[config.mk]
export PLATFORM = sky130hd
export DESIGN_NAME = sram_axi_bridge_np_flat
export DESIGN_NICKNAME = d
export VERILOG_FILES = /design/src/rtl/sram_axi_bridge_np_if.sv /design/src/rtl/sram_axi_bridge_np.sv /design/src/flat_wrapper.sv
export SDC_FILE = /design/constraint.sdc
export NUM_CORES = 1
export LEC_CHECK = 0
export BUFFER_PORTS_ARGS = -buffer_cell sky130_fd_sc_hd__buf_2
export CAP_MARGIN = 10
export CORE_AREA = 3 3 162 164
export DETAILED_ROUTE_END_ITERATION = 8
export DIE_AREA = 0 0 165 167
export PLACE_DENSITY = 0.53
export SLEW_MARGIN = 20
export SYNTH_ARGS = -nofsm -noshare
export SYNTH_HDL_FRONTEND = slang
export SYNTH_SLANG_ARGS = --single-unit
[constraint.sdc]
create_clock -name clk -period 7.4 [get_ports clk]
set_clock_uncertainty 0.05 [all_clocks]
set_input_delay 1.48 -clock clk [delete_from_list [all_inputs] [get_ports clk]]
set_output_delay 1.48 -clock clk [all_outputs]
set_load 0.01 [all_outputs]
[src/rtl/sram_axi_bridge_np_if.sv]
// sram_axi_bridge_np_if: AXI3 bus between the SRAM bridge (master) and the top-level pins (slave)
interface sram_axi_bridge_np_if #(
    parameter int ID_W = 4
);
    logic [ID_W-1:0] arid;
    logic [31:0]     araddr;
    logic [3:0]      arlen;
    logic [2:0]      arsize;
    logic [1:0]      arburst;
    logic [1:0]      arlock;
    logic [3:0]      arcache;
    logic [2:0]      arprot;
    logic            arvalid;
    logic            arready;
    logic [ID_W-1:0] rid;
    logic [31:0]     rdata;
    logic [1:0]      rresp;
    logic            rlast;
    logic            rvalid;
    logic            rready;
    logic [ID_W-1:0] awid;
    logic [31:0]     awaddr;
    logic [3:0]      awlen;
    logic [2:0]      awsize;
    logic [1:0]      awburst;
    logic [1:0]      awlock;
    logic [3:0]      awcache;
    logic [2:0]      awprot;
    logic            awvalid;
    logic            awready;
    logic [ID_W-1:0] wid;
    logic [31:0]     wdata;
    logic [3:0]      wstrb;
    logic            wlast;
    logic            wvalid;
    logic            wready;
    logic [ID_W-1:0] bid;
    logic [1:0]      bresp;
    logic            bvalid;
    logic            bready;

    modport master (
        output arid, araddr, arlen, arsize, arburst, arlock, arcache, arprot, arvalid,
        input  arready,
        input  rid, rdata, rresp, rlast, rvalid,
        output rready,
        output awid, awaddr, awlen, awsize, awburst, awlock, awcache, awprot, awvalid,
        input  awready,
        output wid, wdata, wstrb, wlast, wvalid,
        input  wready,
        input  bid, bresp, bvalid,
        output bready
    );

    modport slave (
        input  arid, araddr, arlen, arsize, arburst, arlock, arcache, arprot, arvalid,
        output arready,
        output rid, rdata, rresp, rlast, rvalid,
        input  rready,
        input  awid, awaddr, awlen, awsize, awburst, awlock, awcache, awprot, awvalid,
        output awready,
        input  wid, wdata, wstrb, wlast, wvalid,
        output wready,
        output bid, bresp, bvalid,
        input  bready
    );
endinterface

[src/rtl/sram_axi_bridge_np.sv]
// sram_axi_bridge_np: NUM_PORTS SRAM-like ports onto one AXI3 master with round-robin grant and read return by ID.
// Optional SRAM_AXI_RAW_CHECK_EN: reads stall only when they hit the word of the in-flight write, not on any write.
module sram_axi_bridge_np #(
    parameter int NUM_PORTS = 2,
    parameter int ID_W = 4
) (
    input  logic                   clk,
    input  logic                   reset,
    input  logic [NUM_PORTS-1:0]   sram_req,
    input  logic [NUM_PORTS-1:0]   sram_wr,
    input  logic [2*NUM_PORTS-1:0] sram_size,
    input  logic [32*NUM_PORTS-1:0] sram_addr,
    input  logic [32*NUM_PORTS-1:0] sram_wdata,
    input  logic [4*NUM_PORTS-1:0] sram_wstrb,
    output logic [NUM_PORTS-1:0]   sram_addr_ok,
    output logic [NUM_PORTS-1:0]   sram_data_ok,
    output logic [32*NUM_PORTS-1:0] sram_rdata,
    sram_axi_bridge_np_if.master   axi
);
    localparam int PW = NUM_PORTS > 1 ? $clog2(NUM_PORTS) : 1;

    logic [NUM_PORTS-1:0] busy, rd_ok, wr_ok;
    logic [31:0] addr [NUM_PORTS];
    logic [31:0] wdata [NUM_PORTS];
    logic [3:0]  wstrb [NUM_PORTS];
    logic [1:0]  size [NUM_PORTS];
    logic        wr_inflight;
    logic [29:0] wr_addr;
    logic [PW-1:0] ptr, gnt_idx, lo_idx, hi_idx;
    logic        lo_f, hi_f, grant, ar_free, aw_free, unused;

    assign ar_free = !axi.arvalid || axi.arready;
    assign aw_free = !wr_inflight && !axi.awvalid && !axi.wvalid;

    for (genvar g = 0; g < NUM_PORTS; g++) begin : g_port
        logic hazard, rhit, bhit;
        assign addr[g]  = sram_addr[32*g +: 32];
        assign wdata[g] = sram_wdata[32*g +: 32];
        assign wstrb[g] = sram_wstrb[4*g +: 4];
        assign size[g]  = sram_size[2*g +: 2];
`ifdef SRAM_AXI_RAW_CHECK_EN
        assign hazard = wr_inflight && !axi.bvalid && addr[g][31:2] == wr_addr;
`else
        assign hazard = wr_inflight && !axi.bvalid;
`endif
        assign rd_ok[g] = sram_req[g] && !sram_wr[g] && !busy[g] && ar_free && !hazard;
        assign wr_ok[g] = sram_req[g] && sram_wr[g] && !busy[g] && aw_free;
        assign rhit = axi.rvalid && axi.rid == ID_W'(g);
        assign bhit = axi.bvalid && axi.bid == ID_W'(g);
        assign sram_data_ok[g] = rhit || bhit;
        assign sram_rdata[32*g +: 32] = rhit ? axi.rdata : '0;
    end

    // Round-robin pick: lowest eligible index at or above ptr, else wrap to the lowest eligible index.
    always_comb begin
        lo_f = 1'b0;
        hi_f = 1'b0;
        lo_idx = '0;
        hi_idx = '0;
        for (int i = NUM_PORTS - 1; i >= 0; i--) begin
            if (rd_ok[i] || wr_ok[i]) begin
                lo_f = 1'b1;
                lo_idx = PW'(i);
                if (PW'(i) >= ptr) begin
                    hi_f = 1'b1;
                    hi_idx = PW'(i);
                end
            end
        end
    end

    assign gnt_idx = hi_f ? hi_idx : lo_idx;
    assign grant = lo_f && !reset;
    assign sram_addr_ok = grant ? NUM_PORTS'(1) << gnt_idx : '0;

    assign axi.arlen   = '0;
    assign axi.arburst = 2'b01;
    assign axi.arlock  = '0;
    assign axi.arcache = '0;
    assign axi.arprot  = '0;
    assign axi.awlen   = '0;
    assign axi.awburst = 2'b01;
    assign axi.awlock  = '0;
    assign axi.awcache = '0;
    assign axi.awprot  = '0;
    assign axi.wlast   = 1'b1;
    assign axi.rready  = 1'b1;
    assign axi.bready  = 1'b1;
    assign unused = ^{axi.rresp, axi.bresp, axi.rlast};

    // Channel holding registers, per-port busy flags, write-in-flight tracking and the arbitration pointer.
    always_ff @(posedge clk) begin
        if (reset) begin
            busy <= '0;
            wr_inflight <= 1'b0;
            ptr <= '0;
            axi.arvalid <= 1'b0;
            axi.awvalid <= 1'b0;
            axi.wvalid <= 1'b0;
        end else begin
            busy <= (busy & ~sram_data_ok) | sram_addr_ok;
            if (axi.arready) axi.arvalid <= 1'b0;
            if (axi.awready) axi.awvalid <= 1'b0;
            if (axi.wready) axi.wvalid <= 1'b0;
            if (axi.bvalid) wr_inflight <= 1'b0;
            if (grant) begin
                ptr <= gnt_idx == PW'(NUM_PORTS - 1) ? '0 : gnt_idx + 1'b1;
                if (sram_wr[gnt_idx]) begin
                    axi.awvalid <= 1'b1;
                    axi.wvalid <= 1'b1;
                    wr_inflight <= 1'b1;
                    wr_addr <= addr[gnt_idx][31:2];
                    axi.awid <= ID_W'(gnt_idx);
                    axi.wid <= ID_W'(gnt_idx);
                    axi.awaddr <= addr[gnt_idx];
                    axi.awsize <= {1'b0, size[gnt_idx]};
                    axi.wdata <= wdata[gnt_idx];
                    axi.wstrb <= wstrb[gnt_idx];
                end else begin
                    axi.arvalid <= 1'b1;
                    axi.arid <= ID_W'(gnt_idx);
                    axi.araddr <= addr[gnt_idx];
                    axi.arsize <= {1'b0, size[gnt_idx]};
                end
            end
        end
    end
endmodule
[src/flat_wrapper.sv]
// flat-port wrapper written by rule: the top's interface ports become plain ports
module sram_axi_bridge_np_flat 
#(
    parameter int NUM_PORTS = 2,
    parameter int ID_W = 4
)
  (clk, reset, sram_req, sram_wr, sram_size, sram_addr, sram_wdata, sram_wstrb, sram_addr_ok, sram_data_ok, sram_rdata, axi_arid, axi_araddr, axi_arlen, axi_arsize, axi_arburst, axi_arlock, axi_arcache, axi_arprot, axi_arvalid, axi_arready, axi_rid, axi_rdata, axi_rresp, axi_rlast, axi_rvalid, axi_rready, axi_awid, axi_awaddr, axi_awlen, axi_awsize, axi_awburst, axi_awlock, axi_awcache, axi_awprot, axi_awvalid, axi_awready, axi_wid, axi_wdata, axi_wstrb, axi_wlast, axi_wvalid, axi_wready, axi_bid, axi_bresp, axi_bvalid, axi_bready);
  sram_axi_bridge_np_if #(.ID_W(ID_W)) axi_i ();
  input  logic clk;
  input  logic reset;
  input  logic [NUM_PORTS-1:0] sram_req;
  input  logic [NUM_PORTS-1:0] sram_wr;
  input  logic [2*NUM_PORTS-1:0] sram_size;
  input  logic [32*NUM_PORTS-1:0] sram_addr;
  input  logic [32*NUM_PORTS-1:0] sram_wdata;
  input  logic [4*NUM_PORTS-1:0] sram_wstrb;
  output logic [NUM_PORTS-1:0] sram_addr_ok;
  output logic [NUM_PORTS-1:0] sram_data_ok;
  output logic [32*NUM_PORTS-1:0] sram_rdata;
  output wire logic [$bits(axi_i.arid)-1:0] axi_arid;
  output wire logic [$bits(axi_i.araddr)-1:0] axi_araddr;
  output wire logic [$bits(axi_i.arlen)-1:0] axi_arlen;
  output wire logic [$bits(axi_i.arsize)-1:0] axi_arsize;
  output wire logic [$bits(axi_i.arburst)-1:0] axi_arburst;
  output wire logic [$bits(axi_i.arlock)-1:0] axi_arlock;
  output wire logic [$bits(axi_i.arcache)-1:0] axi_arcache;
  output wire logic [$bits(axi_i.arprot)-1:0] axi_arprot;
  output wire logic [$bits(axi_i.arvalid)-1:0] axi_arvalid;
  input wire logic [$bits(axi_i.arready)-1:0] axi_arready;
  input wire logic [$bits(axi_i.rid)-1:0] axi_rid;
  input wire logic [$bits(axi_i.rdata)-1:0] axi_rdata;
  input wire logic [$bits(axi_i.rresp)-1:0] axi_rresp;
  input wire logic [$bits(axi_i.rlast)-1:0] axi_rlast;
  input wire logic [$bits(axi_i.rvalid)-1:0] axi_rvalid;
  output wire logic [$bits(axi_i.rready)-1:0] axi_rready;
  output wire logic [$bits(axi_i.awid)-1:0] axi_awid;
  output wire logic [$bits(axi_i.awaddr)-1:0] axi_awaddr;
  output wire logic [$bits(axi_i.awlen)-1:0] axi_awlen;
  output wire logic [$bits(axi_i.awsize)-1:0] axi_awsize;
  output wire logic [$bits(axi_i.awburst)-1:0] axi_awburst;
  output wire logic [$bits(axi_i.awlock)-1:0] axi_awlock;
  output wire logic [$bits(axi_i.awcache)-1:0] axi_awcache;
  output wire logic [$bits(axi_i.awprot)-1:0] axi_awprot;
  output wire logic [$bits(axi_i.awvalid)-1:0] axi_awvalid;
  input wire logic [$bits(axi_i.awready)-1:0] axi_awready;
  output wire logic [$bits(axi_i.wid)-1:0] axi_wid;
  output wire logic [$bits(axi_i.wdata)-1:0] axi_wdata;
  output wire logic [$bits(axi_i.wstrb)-1:0] axi_wstrb;
  output wire logic [$bits(axi_i.wlast)-1:0] axi_wlast;
  output wire logic [$bits(axi_i.wvalid)-1:0] axi_wvalid;
  input wire logic [$bits(axi_i.wready)-1:0] axi_wready;
  input wire logic [$bits(axi_i.bid)-1:0] axi_bid;
  input wire logic [$bits(axi_i.bresp)-1:0] axi_bresp;
  input wire logic [$bits(axi_i.bvalid)-1:0] axi_bvalid;
  output wire logic [$bits(axi_i.bready)-1:0] axi_bready;
  assign axi_arid = axi_i.arid;
  assign axi_araddr = axi_i.araddr;
  assign axi_arlen = axi_i.arlen;
  assign axi_arsize = axi_i.arsize;
  assign axi_arburst = axi_i.arburst;
  assign axi_arlock = axi_i.arlock;
  assign axi_arcache = axi_i.arcache;
  assign axi_arprot = axi_i.arprot;
  assign axi_arvalid = axi_i.arvalid;
  assign axi_i.arready = axi_arready;
  assign axi_i.rid = axi_rid;
  assign axi_i.rdata = axi_rdata;
  assign axi_i.rresp = axi_rresp;
  assign axi_i.rlast = axi_rlast;
  assign axi_i.rvalid = axi_rvalid;
  assign axi_rready = axi_i.rready;
  assign axi_awid = axi_i.awid;
  assign axi_awaddr = axi_i.awaddr;
  assign axi_awlen = axi_i.awlen;
  assign axi_awsize = axi_i.awsize;
  assign axi_awburst = axi_i.awburst;
  assign axi_awlock = axi_i.awlock;
  assign axi_awcache = axi_i.awcache;
  assign axi_awprot = axi_i.awprot;
  assign axi_awvalid = axi_i.awvalid;
  assign axi_i.awready = axi_awready;
  assign axi_wid = axi_i.wid;
  assign axi_wdata = axi_i.wdata;
  assign axi_wstrb = axi_i.wstrb;
  assign axi_wlast = axi_i.wlast;
  assign axi_wvalid = axi_i.wvalid;
  assign axi_i.wready = axi_wready;
  assign axi_i.bid = axi_bid;
  assign axi_i.bresp = axi_bresp;
  assign axi_i.bvalid = axi_bvalid;
  assign axi_bready = axi_i.bready;
  sram_axi_bridge_np #(.NUM_PORTS(NUM_PORTS), .ID_W(ID_W)) u_core (.clk(clk), .reset(reset), .sram_req(sram_req), .sram_wr(sram_wr), .sram_size(sram_size), .sram_addr(sram_addr), .sram_wdata(sram_wdata), .sram_wstrb(sram_wstrb), .sram_addr_ok(sram_addr_ok), .sram_data_ok(sram_data_ok), .sram_rdata(sram_rdata), .axi(axi_i));
endmodule
==> results.ini <==
[pwr]
cellPowerDensity_mw_per_mm2 = 258
ir_drop_v = 0.000152
switching_power_mw = 0.557
sw_frac_of_total = 0.267
p_clk_frac = 0.414
power_frac_seq = 0.395
p_leak_nw = 3.86
comb_power_share = 0.192
p_int_mw = 1.53

[synthesis]
yosys.area_share.simple = 0.109
synth_top_cell_area_share = 0.580
syn_area_mm2 = 0.00549
synth_fa_ha_area_frac = 0
synth-xor-area-share = 0
yosysWarnings = 0
synthMuxAreaShare = 0.167
synth_cell_types = 37
avgSynthCellArea_um2 = 15.1
synth_compound_area_frac = 0.0251
synth_top_family_by_area = multiplexers
yosysTopAreaCell = edfxtp_1
synth_seq_cells = 113
synth_cells = 363
yosys-top-cells-area = edfxtp_1, mux2_4, mux2_2
yosysSeqAreaShare = 0.605

[timing]
max_freq_mhz = 212
min_period_ns = 4.72
rsz0062_at_grt = false
relSlewSlack = 0.354
setup_viol = 0
hold_violations = 0
final_max_slew_viol_count = 0
setup_tns_ns = 0
fin_crit_sh = 0.638
worst_slew_pin_slew_ns = 0.968

[finish]
drive_gt1_frac = 0.647
diodes = 0
area_growth_pct = 47.3
final_util = 0.323
fin_nets = 928

[floorplan]
die_width_um = 165
io_pins = 418
row_count = 58
initial_utilization = 0.219
die_area_mm2 = 0.0276
coreArea_mm2 = 0.0250
die_h_um = 167

[drt]
wl_per_cell_um = 15.8
drtPass1Iterations = 4
drt_iter0_drc = 144
ant_nets = 0
drt-vias-per-instance = 3.93
routed_wl_mm = 17.0
dr_total_vias = 4227
drc = 0

[grt]
grt_pass1_vias = 4176
grt_pass1_wl_mm = 23.6
antenna_found_initial = 4
overflow = 0
track_usage = 0.114
grt_max_degree = 72

[clocking]
clock_path_buffers = 2
cts_setup_buffers = 0
cts_buffers = 17
path_clk_slew_ns = 0.06
cts_resized = 0
root_buffer = clkbuf_16
tritoncts = done
cts_num_sinks = 113
hold_buffers = 0
cts_max_level = 4
clk_latency_ns = 0.40

[setup_path]
startpoint_type = primary input
critPathMaxFanout = 33
crit_required_ns = 5.87
critPathKind = in -> out
crit_slowest_cell = nor2b_4
worst_path_most_repeated_cell = buf_2
end_kind = primary output
critical_path.top_delay_family = simple AND/OR/NAND/NOR gates
cp_cell_sequence = buf_2, nor4b_4, nor2b_4, and2_1, buf_2
critPathBufInv = 2
slowest_delay_ns = 0.62
cp_data_arrival_time_ns = 3.19

[run_status]
status = completed

[worst_hold_path]
hold_class = reg -> reg

[placement]
port_buffers = 368
place_congestion = 0.729
place_hpwl_mm = 13.5

[run]
timing.max_cap.violations = 0

[cells in the mapped netlist, drive strengths merged]
library cell,number
nand2,3
nor3,1
nand4,2
edfxtp,106
a21o,2
a31oi,5
o32ai,1
a311o,1
buf,54
o211ai,1
a211oi,2
nor4b,3
nand3,1
mux2,70
conb,2
o21ai,2
nor3b,3
nor2,4
and3,32
o21ba,1
inv,5
nor2b,3
o2bb2ai,1
and4bb,1
o22ai,2
a31o,1
clkbuf,9
nand2b,3
dfxtp,7
and2,35
[registers in the layout, summed over array words and instances, names as in the netlist, 2 cells and up]
signal             flops
u_core.axi.wdata      32
u_core.axi.araddr     32
u_core.axi.wstrb       4
u_core.axi.arsize      2
u_core.axi.awsize      2
u_core.axi.awaddr     32
u_core.busy            2
[logic make-up (layout without fill, tap and decap cells)]
group | Yosys count | in the layout
mux | 70 | 70
compound gates | 19 | 19
flops | 113 | 113
buf+inv | 68 | 408
other cells | 2 | 44
simple gates | 91 | 91
[power by group through the flow]
stage	clock network, mW	registers (mW)	logic [mW]
after floorplan	0	0.872	0.241
after global placement	0	0.834	0.405
after detailed placement	0	0.837	0.405
after CTS	0.891	0.824	0.408
after global routing	0.918	0.829	0.436
final	0.862	0.822	0.399
[metal layers]
layer  global-route usage  vias up  wire, um
met5                    0        -         0
met4               0.0317        0       262
met3               0.0281       19      1540
met2                0.222      265      9030
met1                0.117     1941      6150
li1                     -     2002         -
[final cells by class]
class                      count  area [um2]
timing repair buffer         371        1860
clock buffer                  17         425
tap                          330         413
clock inverter                15         199
fill                        2547       17000
multi-input combinational    224        1840
inverter                       5        18.8
sequential                   113        3320
[final timing paths]
path,slack [ns],startpoint,to,cells after the start
setup / recovery,2.68,axi_rid[1],sram_rdata[1],5
setup reg to reg,4.49,u_core.axi.awvalid,u_core.axi.wstrb[3],5
hold reg to reg,0.50,u_core.axi.awvalid,u_core.axi.awvalid,2
hold / removal,0.50,u_core.axi.awvalid,u_core.axi.awvalid,2
[cell usage in the layout, fill, tap and decap left out, types with 7 or more instances in the layout]
cell type and count:
and2_1 34, and3_1 32, buf_2 368, clkbuf_16 17, conb_1 44, dfxtp_1 7
edfxtp_1 106, mux2_2 36, mux2_4 34
[worst reg2reg max path, cell delays in order (launching register included)]
cell and delay (ns):
dfxtp_1 0.36, nor4b_4 0.32, a31oi_1 0.07, and4bb_4 0.56, buf_4 0.77, mux2_2 0.52
[stage by stage]
stage / setup WS [ns] / instances / cell area, um2 / total power, mW / hold slack, ns
floorplan: 1.72 / 405 / 5650 / 1.11 / 0.449
global placement: 2.35 / 1043 / 7450 / 1.24 / 0.479
detailed placement: 2.34 / 1043 / 7450 / 1.24 / 0.489
CTS: 2.33 / 1075 / 8080 / 2.12 / 0.501
global route: 2.41 / 1075 / 8080 / 2.18 / 0.554
finish: 2.68 / 1075 / 8080 / 2.08 / 0.497
(Power assumes the default switching activity.)
